## src/rtl/trace_pkg.sv

```systemverilog
// rtl/trace_pkg.sv - shared trace types, default widths and RISC-V control-flow opcode constants
package trace_pkg;

  localparam int TRACE_ADDR_WIDTH = 64;
  localparam int TRACE_FIFO_DEPTH = 16;
  localparam int TRACE_GAP_WIDTH  = 16;
  localparam int TRACE_LOST_WIDTH = 32;

  localparam logic [6:0] OPC_BRANCH = 7'b1100011;
  localparam logic [6:0] OPC_JAL    = 7'b1101111;
  localparam logic [6:0] OPC_JALR   = 7'b1100111;

  localparam logic [1:0] C_OP_Q1      = 2'b01;
  localparam logic [1:0] C_OP_Q2      = 2'b10;
  localparam logic [2:0] C_F3_JAL     = 3'b001;
  localparam logic [2:0] C_F3_J       = 3'b101;
  localparam logic [2:0] C_F3_BEQZ    = 3'b110;
  localparam logic [2:0] C_F3_BNEZ    = 3'b111;
  localparam logic [2:0] C_F3_JR_JALR = 3'b100;

  typedef struct packed {
    logic [TRACE_ADDR_WIDTH-1:0] pc;
    logic [31:0]                 instr;
    logic [TRACE_GAP_WIDTH-1:0]  gap;
  } trace_entry_t;

  // Coarse control-flow test used by the filter; compressed JR/JALR also match C.MV/C.ADD.
  function automatic logic is_control_flow(input logic [31:0] instr);
    if (instr[1:0] == 2'b11)
      return (instr[6:0] == OPC_BRANCH) || (instr[6:0] == OPC_JAL) || (instr[6:0] == OPC_JALR);
    else if (instr[1:0] == C_OP_Q1)
      return (instr[15:13] == C_F3_JAL) || (instr[15:13] == C_F3_J) ||
             (instr[15:13] == C_F3_BEQZ) || (instr[15:13] == C_F3_BNEZ);
    else
      return (instr[1:0] == C_OP_Q2) && (instr[15:13] == C_F3_JR_JALR);
  endfunction

endpackage

```

## src/rtl/trace_fifo.sv

```systemverilog
// rtl/trace_fifo.sv - parameterised first-word fall-through synchronous FIFO
module trace_fifo #(
  parameter int WIDTH = 8,
  parameter int DEPTH = 16
) (
  input  logic                     clk_i,
  input  logic                     rst_i,
  input  logic                     push_i,
  input  logic [WIDTH-1:0]         data_i,
  input  logic                     pop_i,
  output logic [WIDTH-1:0]         data_o,
  output logic                     full_o,
  output logic                     empty_o,
  output logic [$clog2(DEPTH):0]   level_o
);

  localparam int PW = $clog2(DEPTH);

  logic [WIDTH-1:0] mem_q [DEPTH];
  logic [PW-1:0]    wr_q;
  logic [PW-1:0]    rd_q;
  logic [PW:0]      level_q;
  logic             do_push;
  logic             do_pop;

  assign empty_o = (level_q == '0);
  assign full_o  = (level_q == (PW+1)'(DEPTH));
  assign level_o = level_q;
  assign data_o  = empty_o ? '0 : mem_q[rd_q];

  // When full, a same-cycle pop frees the slot the write pointer already targets.
  assign do_pop  = pop_i && !empty_o;
  assign do_push = push_i && (!full_o || do_pop);

  always_ff @(posedge clk_i) begin
    if (rst_i) begin
      wr_q    <= '0;
      rd_q    <= '0;
      level_q <= '0;
    end else begin
      if (do_push) begin
        mem_q[wr_q] <= data_i;
        wr_q        <= wr_q + 1'b1;
      end
      if (do_pop)
        rd_q <= rd_q + 1'b1;
      case ({do_push, do_pop})
        2'b10:   level_q <= level_q + 1'b1;
        2'b01:   level_q <= level_q - 1'b1;
        default: level_q <= level_q;
      endcase
    end
  end

endmodule

```

## src/rtl/trace_collector.sv

```systemverilog
// rtl/trace_collector.sv - aligns trace stream with drop flag, buffers kept entries; TRACE_COLLECTOR_GAP_COUNT_EN enables gap counting
module trace_collector
  import trace_pkg::*;
#(
  parameter int ADDR_WIDTH = TRACE_ADDR_WIDTH,
  parameter int FIFO_DEPTH = TRACE_FIFO_DEPTH,
  parameter int GAP_WIDTH  = TRACE_GAP_WIDTH,
  parameter int LOST_WIDTH = TRACE_LOST_WIDTH
) (
  input  logic                          clk,
  input  logic                          rst,
  input  logic                          trace_valid,
  input  logic [ADDR_WIDTH-1:0]         trace_pc,
  input  logic [31:0]                   trace_instr,
  input  logic                          drop_instr,
  output logic                          out_valid,
  input  logic                          out_ready,
  output logic [ADDR_WIDTH-1:0]         out_pc,
  output logic [31:0]                   out_instr,
  output logic [GAP_WIDTH-1:0]          out_gap,
  output logic [$clog2(FIFO_DEPTH):0]   fifo_level,
  output logic                          overflow,
  output logic [LOST_WIDTH-1:0]         lost_count,
  input  logic                          clear_overflow
);

`ifdef TRACE_COLLECTOR_GAP_COUNT_EN
  localparam int ENTRY_W = ADDR_WIDTH + 32 + GAP_WIDTH;
`else
  localparam int ENTRY_W = ADDR_WIDTH + 32;
`endif

  logic                  s1_valid_q;
  logic [ADDR_WIDTH-1:0] s1_pc_q;
  logic [31:0]           s1_instr_q;
  logic                  overflow_q;
  logic [LOST_WIDTH-1:0] lost_q;
  logic                  kept;
  logic                  pop;
  logic                  full;
  logic                  empty;
  logic                  loss;
  logic [ENTRY_W-1:0]    push_data;
  logic [ENTRY_W-1:0]    head_data;

  // The filter's decision lags the instruction by one clock, so hold the instruction here.
  always_ff @(posedge clk) begin
    if (rst) begin
      s1_valid_q <= 1'b0;
      s1_pc_q    <= '0;
      s1_instr_q <= '0;
    end else begin
      s1_valid_q <= trace_valid;
      s1_pc_q    <= trace_pc;
      s1_instr_q <= trace_instr;
    end
  end

  assign kept      = s1_valid_q && !drop_instr;
  assign out_valid = !empty;
  assign pop       = out_valid && out_ready;
  assign loss      = kept && full && !pop;

`ifdef TRACE_COLLECTOR_GAP_COUNT_EN
  logic [GAP_WIDTH-1:0] gap_q;

  always_ff @(posedge clk) begin
    if (rst)
      gap_q <= '0;
    else if (kept)
      gap_q <= '0;
    else if (s1_valid_q && gap_q != '1)
      gap_q <= gap_q + 1'b1;
  end

  assign push_data                    = {s1_pc_q, s1_instr_q, gap_q};
  assign {out_pc, out_instr, out_gap} = head_data;
`else
  assign push_data           = {s1_pc_q, s1_instr_q};
  assign {out_pc, out_instr} = head_data;
  assign out_gap             = '0;
`endif

  // A loss in the same cycle as a clear leaves exactly that one loss recorded.
  always_ff @(posedge clk) begin
    if (rst) begin
      overflow_q <= 1'b0;
      lost_q     <= '0;
    end else if (loss) begin
      overflow_q <= 1'b1;
      if (clear_overflow)
        lost_q <= {{(LOST_WIDTH-1){1'b0}}, 1'b1};
      else if (lost_q != '1)
        lost_q <= lost_q + 1'b1;
    end else if (clear_overflow) begin
      overflow_q <= 1'b0;
      lost_q     <= '0;
    end
  end

  assign overflow   = overflow_q;
  assign lost_count = lost_q;

  trace_fifo #(
    .WIDTH (ENTRY_W),
    .DEPTH (FIFO_DEPTH)
  ) u_fifo (
    .clk_i   (clk),
    .rst_i   (rst),
    .push_i  (kept),
    .data_i  (push_data),
    .pop_i   (pop),
    .data_o  (head_data),
    .full_o  (full),
    .empty_o (empty),
    .level_o (fifo_level)
  );

endmodule

```

## config.mk

```make
export PLATFORM = sky130hd
export DESIGN_NAME = trace_collector
export DESIGN_NICKNAME = d
export VERILOG_FILES = /design/src/rtl/trace_pkg.sv /design/src/rtl/trace_fifo.sv /design/src/rtl/trace_collector.sv
export SDC_FILE = /design/constraint.sdc
export NUM_CORES = 1
export LEC_CHECK = 0
export BUFFER_PORTS_ARGS = -buffer_cell sky130_fd_sc_hd__buf_2
export CAP_MARGIN = 30
export CORE_ASPECT_RATIO = 2
export CORE_UTILIZATION = 45
export CTS_BUF_LIST = sky130_fd_sc_hd__clkbuf_4 sky130_fd_sc_hd__clkbuf_8
export DETAILED_ROUTE_END_ITERATION = 7
export GPL_TIMING_DRIVEN = 0
export PLACE_DENSITY = 0.67
export SKIP_LAST_GASP = 1
export SLEW_MARGIN = 15
export SYNTH_ARGS = -nofsm -noshare
export SYNTH_HDL_FRONTEND = slang
export SYNTH_SLANG_ARGS = --single-unit
export TNS_END_PERCENT = 20
```

## constraint.sdc

```tcl
create_clock -name clk -period 7.05 [get_ports clk]
set_input_delay 0.705 -clock clk [delete_from_list [all_inputs] [get_ports clk]]
set_output_delay 0.705 -clock clk [all_outputs]
set_load 0.02 [all_outputs]
```

==> metrics.md, run 1 <==
| Metric | Value |
|---|---|
| Number of pins with negative max-slew slack in the final report | 0 |
| Non-filler cells in the finished layout | 5511 |
| Cell type with the highest occurrence count on the critical path | sky130_fd_sc_hd__clkbuf_1 |
| Mux cell area share after synthesis | 0.171 |
| Total net switching power | 5.75 mW |
| Outcome | finished clean |
| Fmax | 0.196 GHz |
| Static Leak | 24.2 nW |
| Drt wl/cell | 28.0 µm |
| Post-synthesis sequential area ratio | 0.774 |
| Global placer's final weighted congestion | 0.789 |
| Min-Delay Path Class | in -> reg |
| Data arrival time of the worst path | 4400 ps |
| Number of distinct library cell variants in the gate-level netlist after synthesis | 54 |
| Clock buffers created by TritonCTS | 219 |
| Maximum number of buffers from clock root to sink | 3 |
| Number of post-CTS setup repair buffers | 0 |
| Cell internal power dissipation | 16.3 mW |
| Maximum vdd ir drop | 0.246 mV |
| Average footprint of a synthesized cell | 22.8 µm² |
| Series of cell instances along the critical path | clkbuf_1 > clkbuf_1 > clkbuf_1 > mux4_2 > mux4_2 > and2_1 > buf_2 |
| Area fraction of the dominant cell type after synthesis | 0.727 |
| Final hold vios | 0 |
| Highest fanout seen on the critical path | 10 |
| Xor and xnor fraction of the mapped netlist area | 0.00193 |
| Count of mapped cells out of synthesis | 2782 |
| Critical Path Start Type | flip-flop |
| Starting DRC count in detailed routing | 2580 |
| Flop pwr share | 0.501 |
| Worst path bufs/invs | 4 |
| Die height | 533 µm |
| Max incr delay on CP | 770 ps |
| Setup Slack @ Placement | 2850 ps |
| Clock network fraction of total power | 0.346 |
| Slowest stage cell on the critical path | sky130_fd_sc_hd__clkbuf_1 |
| Adder and majority cell fraction of the synthesized area | 0.00197 |
| Starting Density | 0.454 |
| Post-layout nets | 3566 |
| Post_cts resized | 0 |
| Commonest non-fill, non-tap cells in the layout | 1536 x sky130_fd_sc_hd__edfxtp_1, 480 x sky130_fd_sc_hd__mux4_2, 280 x sky130_fd_sc_hd__buf_2, 244 x sky130_fd_sc_hd__clkbuf_8, 147 x sky130_fd_sc_hd__dfxtp_1 |
| Classification of the worst setup path | reg -> out |
| Clock sink count | 1683 |
| Basic-gate share of the synthesized area counting and, or, nand and nor cells | 0.0311 |
| Area delta synth->final | 18.6% |
| Aggregate routed wire length | 154000 µm |
| Number of synthesized register bits | 1683 |
| Largest family of logic cells by synthesized area | multiplexers |
| Setup-failing EPs final | 0 |
| I/O pin count | 253 |
| Cell area after synthesis | 63400 µm² |
| Worst hold margin | 104 ps |
| Total track usage | 0.221 |
| Clock edge transition at the registers on the reported setup and hold paths | 70 ps |
| Post-route DRC | 0 |
| Max Clock Skew | 42.5 ps |
| Aggregate global routing overflow | 0 |
| Count of input and output buffers | 236 |
| Compound-gate portion of the synthesized area | 0.00766 |
| Final critical-path required period | 5100 ps |
| Period utilisation layout | 0.724 |
| Core region area | 140000 µm² |
| Cts hold-fix bufs | 84 |
| Placed insts | 5009 |
| Power per unit of standard cell area | 294 nW/µm² |
| Insertion delay of the later-clocked pin in the worst-skew pair | 930 ps |
| Crit path capture type | output port |
| Vias after detailed routing | 30900 |
| Slew margin rel. | 0.288 |
| First drt pass iteration count | 5 |
| Global-route wire length before repair | 223000 µm |
| Warnings from Yosys | 0 |
| Std cell rows | 194 |
| DPL Wire Length | 103000 µm |
| Largest net degree at the start of global routing | 19 |
| Count of flip-flops with a built-in enable after synthesis | 1536 |
| Main flop type after synthesis | sky130_fd_sc_hd__edfxtp_1 |
| Via-to-Cell Ratio | 5.61 |
| Required time at the worst-slack endpoint | 6340 ps |
| Area contributors post-synth | sky130_fd_sc_hd__edfxtp_1 73%, sky130_fd_sc_hd__mux4_2 17%, sky130_fd_sc_hd__dfxtp_1 4.6% |
| Initial antenna violation count | 4 |
| Most frequent standard cell in the layout excluding fill and tap cells | sky130_fd_sc_hd__edfxtp_1 |
| Full die area | 143000 µm² |
| Horizontal extent of the die | 267 µm |
| Kind of cell adding the most delay to the critical path | buffers and inverters |
| Routed Antenna Nets | 0 |
| Max-cap viol count | 0 |
| Sw Ratio | 0.260 |
| Clock root buffer | sky130_fd_sc_hd__clkbuf_8 |
| Minimum setup slack in the final design | 1950 ps |
| Layout cell share with drive strength beyond 1 | 0.359 |
| Clock tree from TritonCTS | built |
| H-tree depth | 4 |
| Unrepaired setup endpoints after global routing | no |
| Library cell with the largest summed area after synthesis | sky130_fd_sc_hd__edfxtp_1 |
| Proportion of register bits with asynchronous set or reset after synthesis | 0 |
| Combinational power share | 0.153 |
| Via count of the first global-routing pass | 32500 |
| Worst Max-Slew Pin Slew | 1070 ps |
[layout make-up]
cell class	count	area, µm²
flip-flops and latches	1683	49100
fillers	10700	64600
clock buffers	322	3940
diodes	1	2.50
inverters	10	37.5
clock inverters	93	805
multi-input cells	943	13700
repair buffers	436	4520
well taps	1862	2330
plain buffers	161	744
[layer usage]
metal / GRT usage / up-vias / share of wire
met2: 0.385 / 1211 / 0.53
met4: 0.0559 / 0 / 0.019
li1: - / 13000 / -
met1: 0.286 / 16500 / 0.39
met5: 0 / - / 0
met3: 0.0394 / 224 / 0.062
[stage by stage]
step                      cell area (µm²)  total power, mW  TNS (ps)   util
final                               75200             22.1         0  0.538
after global placement              67000             14.7  -7746950  0.479
after global routing                75200             22.9         0  0.538
after detailed placement            69600             14.7         0  0.498
after floorplan                     63500             13.3         0      -
after CTS                           75200             22.4         0  0.538
[power groups by stage]
| stage | Sequential (mW) | Clock, mW | Combinational (mW) |
|---|---|---|---|
| after floorplan | 11.2 | 0 | 2.09 |
| after global placement | 11.3 | 0 | 3.41 |
| after detailed placement | 11.3 | 0 | 3.46 |
| after CTS | 11.1 | 7.81 | 3.50 |
| after global routing | 11.1 | 8.18 | 3.63 |
| final | 11.1 | 7.64 | 3.39 |
[Yosys cell counts, drive strengths merged (2+ instances only)]
library cell and number:
mux2i 4, a31oi 5, dfxtp 147, nand3 12, or3 6, nor3 8
a41oi 2, edfxtp 1536, xor2 7, nand2b 2, nor4 5, mux4 480
a21o 2, clkbuf 91, o31ai 6, and2 101, a21oi 15, nand2 25
xnor2 7, nor2b 103, nand4 12, and4 5, or2 2, ha 10
and3 5, buf 70, inv 10, nor2 44, o21ai 44
[logic make-up (layout without fill, tap and decap cells)]
| family | count (synthesis) | count (layout) |
|---|---|---|
| buffers and inverters | 171 | 1022 |
| multiplexers | 484 | 484 |
| AO/OA/AOI/OAI | 83 | 83 |
| other | 1 | 17 |
| flip-flops | 1683 | 1683 |
| AND/OR/NAND/NOR | 336 | 336 |
| adder cells (fa/ha/maj) | 10 | 10 |
| XOR/XNOR | 14 | 14 |
[final timing paths]
check	end	slack (ps)	startpoint	cells after the start
setup reg to reg	u_fifo.level_o[4]$_SDFFE_PP0P_	2940	u_fifo.level_o[1]$_SDFFE_PP0P_	15
setup / recovery	out_instr[11]	1950	flip-flop	7
hold reg to reg	overflow$_SDFFE_PP0P_	470	overflow$_SDFFE_PP0P_	2
hold / removal	s1_pc_q[22]$_SDFF_PP0_	100	trace_pc[22]	2
[state kept, by name, summed over array words and instances (netlist names), named ones only]
signal,count
u_fifo.mem_q,1536
s1_pc_q,64
overflow,1
lost_count,32
u_fifo.rd_q,4
s1_instr_q,32
s1_valid_q,1
u_fifo.wr_q,4
u_fifo.level_o,5
[worst register-to-register path: cells and delay by family (launching register included)]
| family | cells | cell delay [ps] |
|---|---|---|
| AND/OR/NAND/NOR | 4 | 1510 |
| AO/OA/AOI/OAI | 3 | 640 |
| flip-flops | 1 | 320 |
| buffers and inverters | 4 | 650 |
| adder cells (fa/ha/maj) | 2 | 530 |
| XOR/XNOR | 2 | 340 |
Note: power is estimated with default switching activity, not from simulation.
==> run 2, diff against run 1 <==
--- a/config.mk
+++ b/config.mk
@@ -12,7 +12,7 @@
 export CTS_BUF_LIST = sky130_fd_sc_hd__clkbuf_4 sky130_fd_sc_hd__clkbuf_8
 export DETAILED_ROUTE_END_ITERATION = 7
 export GPL_TIMING_DRIVEN = 0
-export PLACE_DENSITY = 0.67
+export PLACE_DENSITY = 0.7
 export SKIP_LAST_GASP = 1
 export SLEW_MARGIN = 15
 export SYNTH_ARGS = -nofsm -noshare
==> constraint.sdc (replaced) <==
create_clock -name clk -period 4.3 [get_ports clk]
set_input_delay 0.43 -clock clk [delete_from_list [all_inputs] [get_ports clk]]
set_output_delay 0.43 -clock clk [all_outputs]
set_load 0.02 [all_outputs]
==> run 2 against run 1 <==
  * Power increased by 63%
  * First-iteration DRC count rose by 8.1%
  * Critical endpoint is now out_pc[50]
  * Die area did not move
==> metrics.md, run 2 (synthesis gave the netlist of run 1 again) <==
| Metric | Value |
|---|---|
| Largest registers in the final layout | u_fifo.mem_q: 1536 flops, s1_pc_q: 64 flops |
| Endpoint of the worst hold-timing path | s1_instr_q[31]$_SDFF_PP0_ |
| Largest register FFs | 1536 |
| Count of input and output buffers | 236 |
| Post-layout nets | 3576 |
| Startpoint of the lowest-slack register-to-register path | u_fifo.level_o[1]$_SDFFE_PP0P_ |
| Required time at the worst-slack endpoint | 3870 ps |
| Drt wl/cell | 27.9 µm |
| Minimum setup slack in the final design | 118 ps |
| Via count of the first global-routing pass | 32600 |
| Max Clock Skew | 40.9 ps |
| Total net switching power | 9.52 mW |
| Setup TNS after final layout | 0 ps |
| Fmax | 0.239 GHz |
| Layout cell share with drive strength beyond 1 | 0.369 |
| Maximum vdd ir drop | 0.350 mV |
| Data arrival time of the worst path | 3750 ps |
| Area of the multi-input gates | 13700 µm² |
| Combinational power share | 0.159 |
| Total track usage | 0.220 |
| Initial antenna violation count | 6 |
| Worst hold stages | 3 |
| Final hold vios | 0 |
| Max-cap viol count | 0 |
| Static Leak | 24.3 nW |
| Period utilisation layout | 0.972 |
| Clock tree from TritonCTS | built |
| Reg-to-reg critical path endpoint | u_fifo.level_o[4]$_SDFFE_PP0P_ |
| Starting DRC count in detailed routing | 2789 |
| Post-Layout Inst Area | 75200 µm² |
| Setup slack, reg-to-reg | 460 ps |
| Min-Delay Path Class | in -> reg |
| Number of pins with negative max-slew slack in the final report | 0 |
| Area delta synth->final | 18.6% |
| Highest fanout seen on the critical path | 11 |
| Insertion delay of the later-clocked pin in the worst-skew pair | 930 ps |
| Number of cells on the worst reg-to-reg path | 15 |
| Vias after detailed routing | 31000 |
| Commonest non-fill, non-tap cells in the layout | 1536 x sky130_fd_sc_hd__edfxtp_1, 480 x sky130_fd_sc_hd__mux4_2, 247 x sky130_fd_sc_hd__buf_2, 241 x sky130_fd_sc_hd__clkbuf_8, 147 x sky130_fd_sc_hd__dfxtp_1 |
| Std cell rows | 194 |
| Post-route DRC | 0 |
| Maximum number of buffers from clock root to sink | 3 |
| Register with the most flip-flops | u_fifo.mem_q |
| DPL Wire Length | 99700 µm |
| Max incr delay on CP | 550 ps |
| Crit path capture type | output port |
| Global-route wire length before repair | 221000 µm |
| Slowest stage cell on the critical path | sky130_fd_sc_hd__mux4_2 |
| Core region area | 140000 µm² |
| Full die area | 143000 µm² |
| Global placer's final weighted congestion | 0.803 |
| Clock sink count | 1683 |
| Slew margin rel. | 0.368 |
| Aggregate routed wire length | 154000 µm |
| I/O pin count | 253 |
| Critical Path Start Type | flip-flop |
| Setup Slack @ Placement | 280 ps |
| Storage cell area | 49100 µm² |
| Hold_sp | rst |
| Routed Antenna Nets | 0 |
| Via-to-Cell Ratio | 5.62 |
| Final-layout fill cell count | 10800 |
| Clock buffers created by TritonCTS | 219 |
| Final critical-path required period | 4180 ps |
| Aggregate global routing overflow | 0 |
| H-tree depth | 4 |
| Sw Ratio | 0.265 |
| Clock network fraction of total power | 0.336 |
| Horizontal extent of the die | 267 µm |
| Classification of the worst setup path | reg -> out |
| Finished Core Util | 0.538 |
| Most frequent standard cell in the layout excluding fill and tap cells | sky130_fd_sc_hd__edfxtp_1 |
| Series of cell instances along the critical path | clkbuf_1 > clkbuf_4 > buf_2 > mux4_2 > mux4_2 > and2_1 > buf_2 |
| Cell internal power dissipation | 26.4 mW |
| Outcome | finished clean |
| Power per unit of standard cell area | 478 nW/µm² |
| Starting Density | 0.454 |
| Clock root buffer | sky130_fd_sc_hd__clkbuf_8 |
| Placed cell area | 69500 µm² |
| Largest net degree at the start of global routing | 21 |
| Die height | 533 µm |
| Flop pwr share | 0.504 |
| Unrepaired setup endpoints after global routing | yes |
| First drt pass iteration count | 5 |
| Setup-failing EPs final | 0 |
| Clock edge transition at the registers on the reported setup and hold paths | 70 ps |
| Worst Max-Slew Pin Slew | 948 ps |
[run 2: cell count changes in the layout (fill, tap and decap cells not counted), sizes merged]
cell,delta
dlygate4sd3,+17
buf,-16
inv,-3
clkinvlp,-1
bufinv,-5
diode,+3
clkinv,+20
[run 2: metal layers]
layer	share of wire	vias up	global-route usage	routed length (µm)
met4	0.023	0	0.0677	3620
met3	0.063	248	0.0340	9790
met5	0	-	0	0
met1	0.38	16400	0.283	59400
li1	-	13000	-	-
met2	0.53	1388	0.382	81600
[run 2: layout make-up]
| cell class | count | area share |
|---|---|---|
| clock inverter | 104 | 0.00966 |
| timing repair buffer | 447 | 0.0608 |
| multi-input combinational | 943 | 0.183 |
| clock buffer | 313 | 0.0513 |
| buffer | 160 | 0.0118 |
| sequential | 1683 | 0.652 |
| antenna | 4 | 0.000133 |
| tap | 1862 | 0.0310 |
| inverter | 10 | 0.000499 |
[run 2: worst max-delay path by stage]
stage | end | slack, ps | cells after the start
floorplan | u_fifo.mem_q[7][0]$_DFFE_PP_ | -200 | 5
global placement | u_fifo.mem_q[0][65]$_DFFE_PP_ | -4030 | 4
detailed placement | u_fifo.level_o[4]$_SDFFE_PP0P_ | 280 | 15
CTS | out_instr[13] | -50 | 7
global route | out_pc[50] | -80 | 7
finish | out_pc[50] | 120 | 7
[run 2: power groups by stage]
stage / combinational, mW / sequential (mW) / clock, mW
2_1_floorplan: 3.43 / 18.4 / 0
3_3_place_gp: 5.72 / 18.5 / 0
3_5_place_dp: 5.79 / 18.5 / 0
4_1_cts: 5.91 / 18.1 / 12.3
5_1_grt: 6.10 / 18.2 / 13.0
6_report: 5.72 / 18.1 / 12.1
[run 2: stage by stage]
step / hold slack (ps) / std cells / total power [mW]
floorplan: 485 / 2797 / 21.9
global placement: 459 / 4895 / 24.2
detailed placement: 463 / 5005 / 24.3
CTS: 23.7 / 5522 / 36.4
global route: 76.1 / 5523 / 37.2
finish: 115 / 5526 / 36.0
[run 2: repair_timing]
item / CTS / global route
hold endpoints to repair: 105 / 0
resized for setup: 71 / 10
setup endpoints to repair: 96 / 69
hold buffers: 101 / 0
buffers inserted: 0 / 0
[run 2: critical path: cells and delay by family (launching register included)]
family	cells	cell delay, ps
flip-flops	1	310
buffers and inverters	4	1270
AND/OR/NAND/NOR	1	210
multiplexers	2	1020
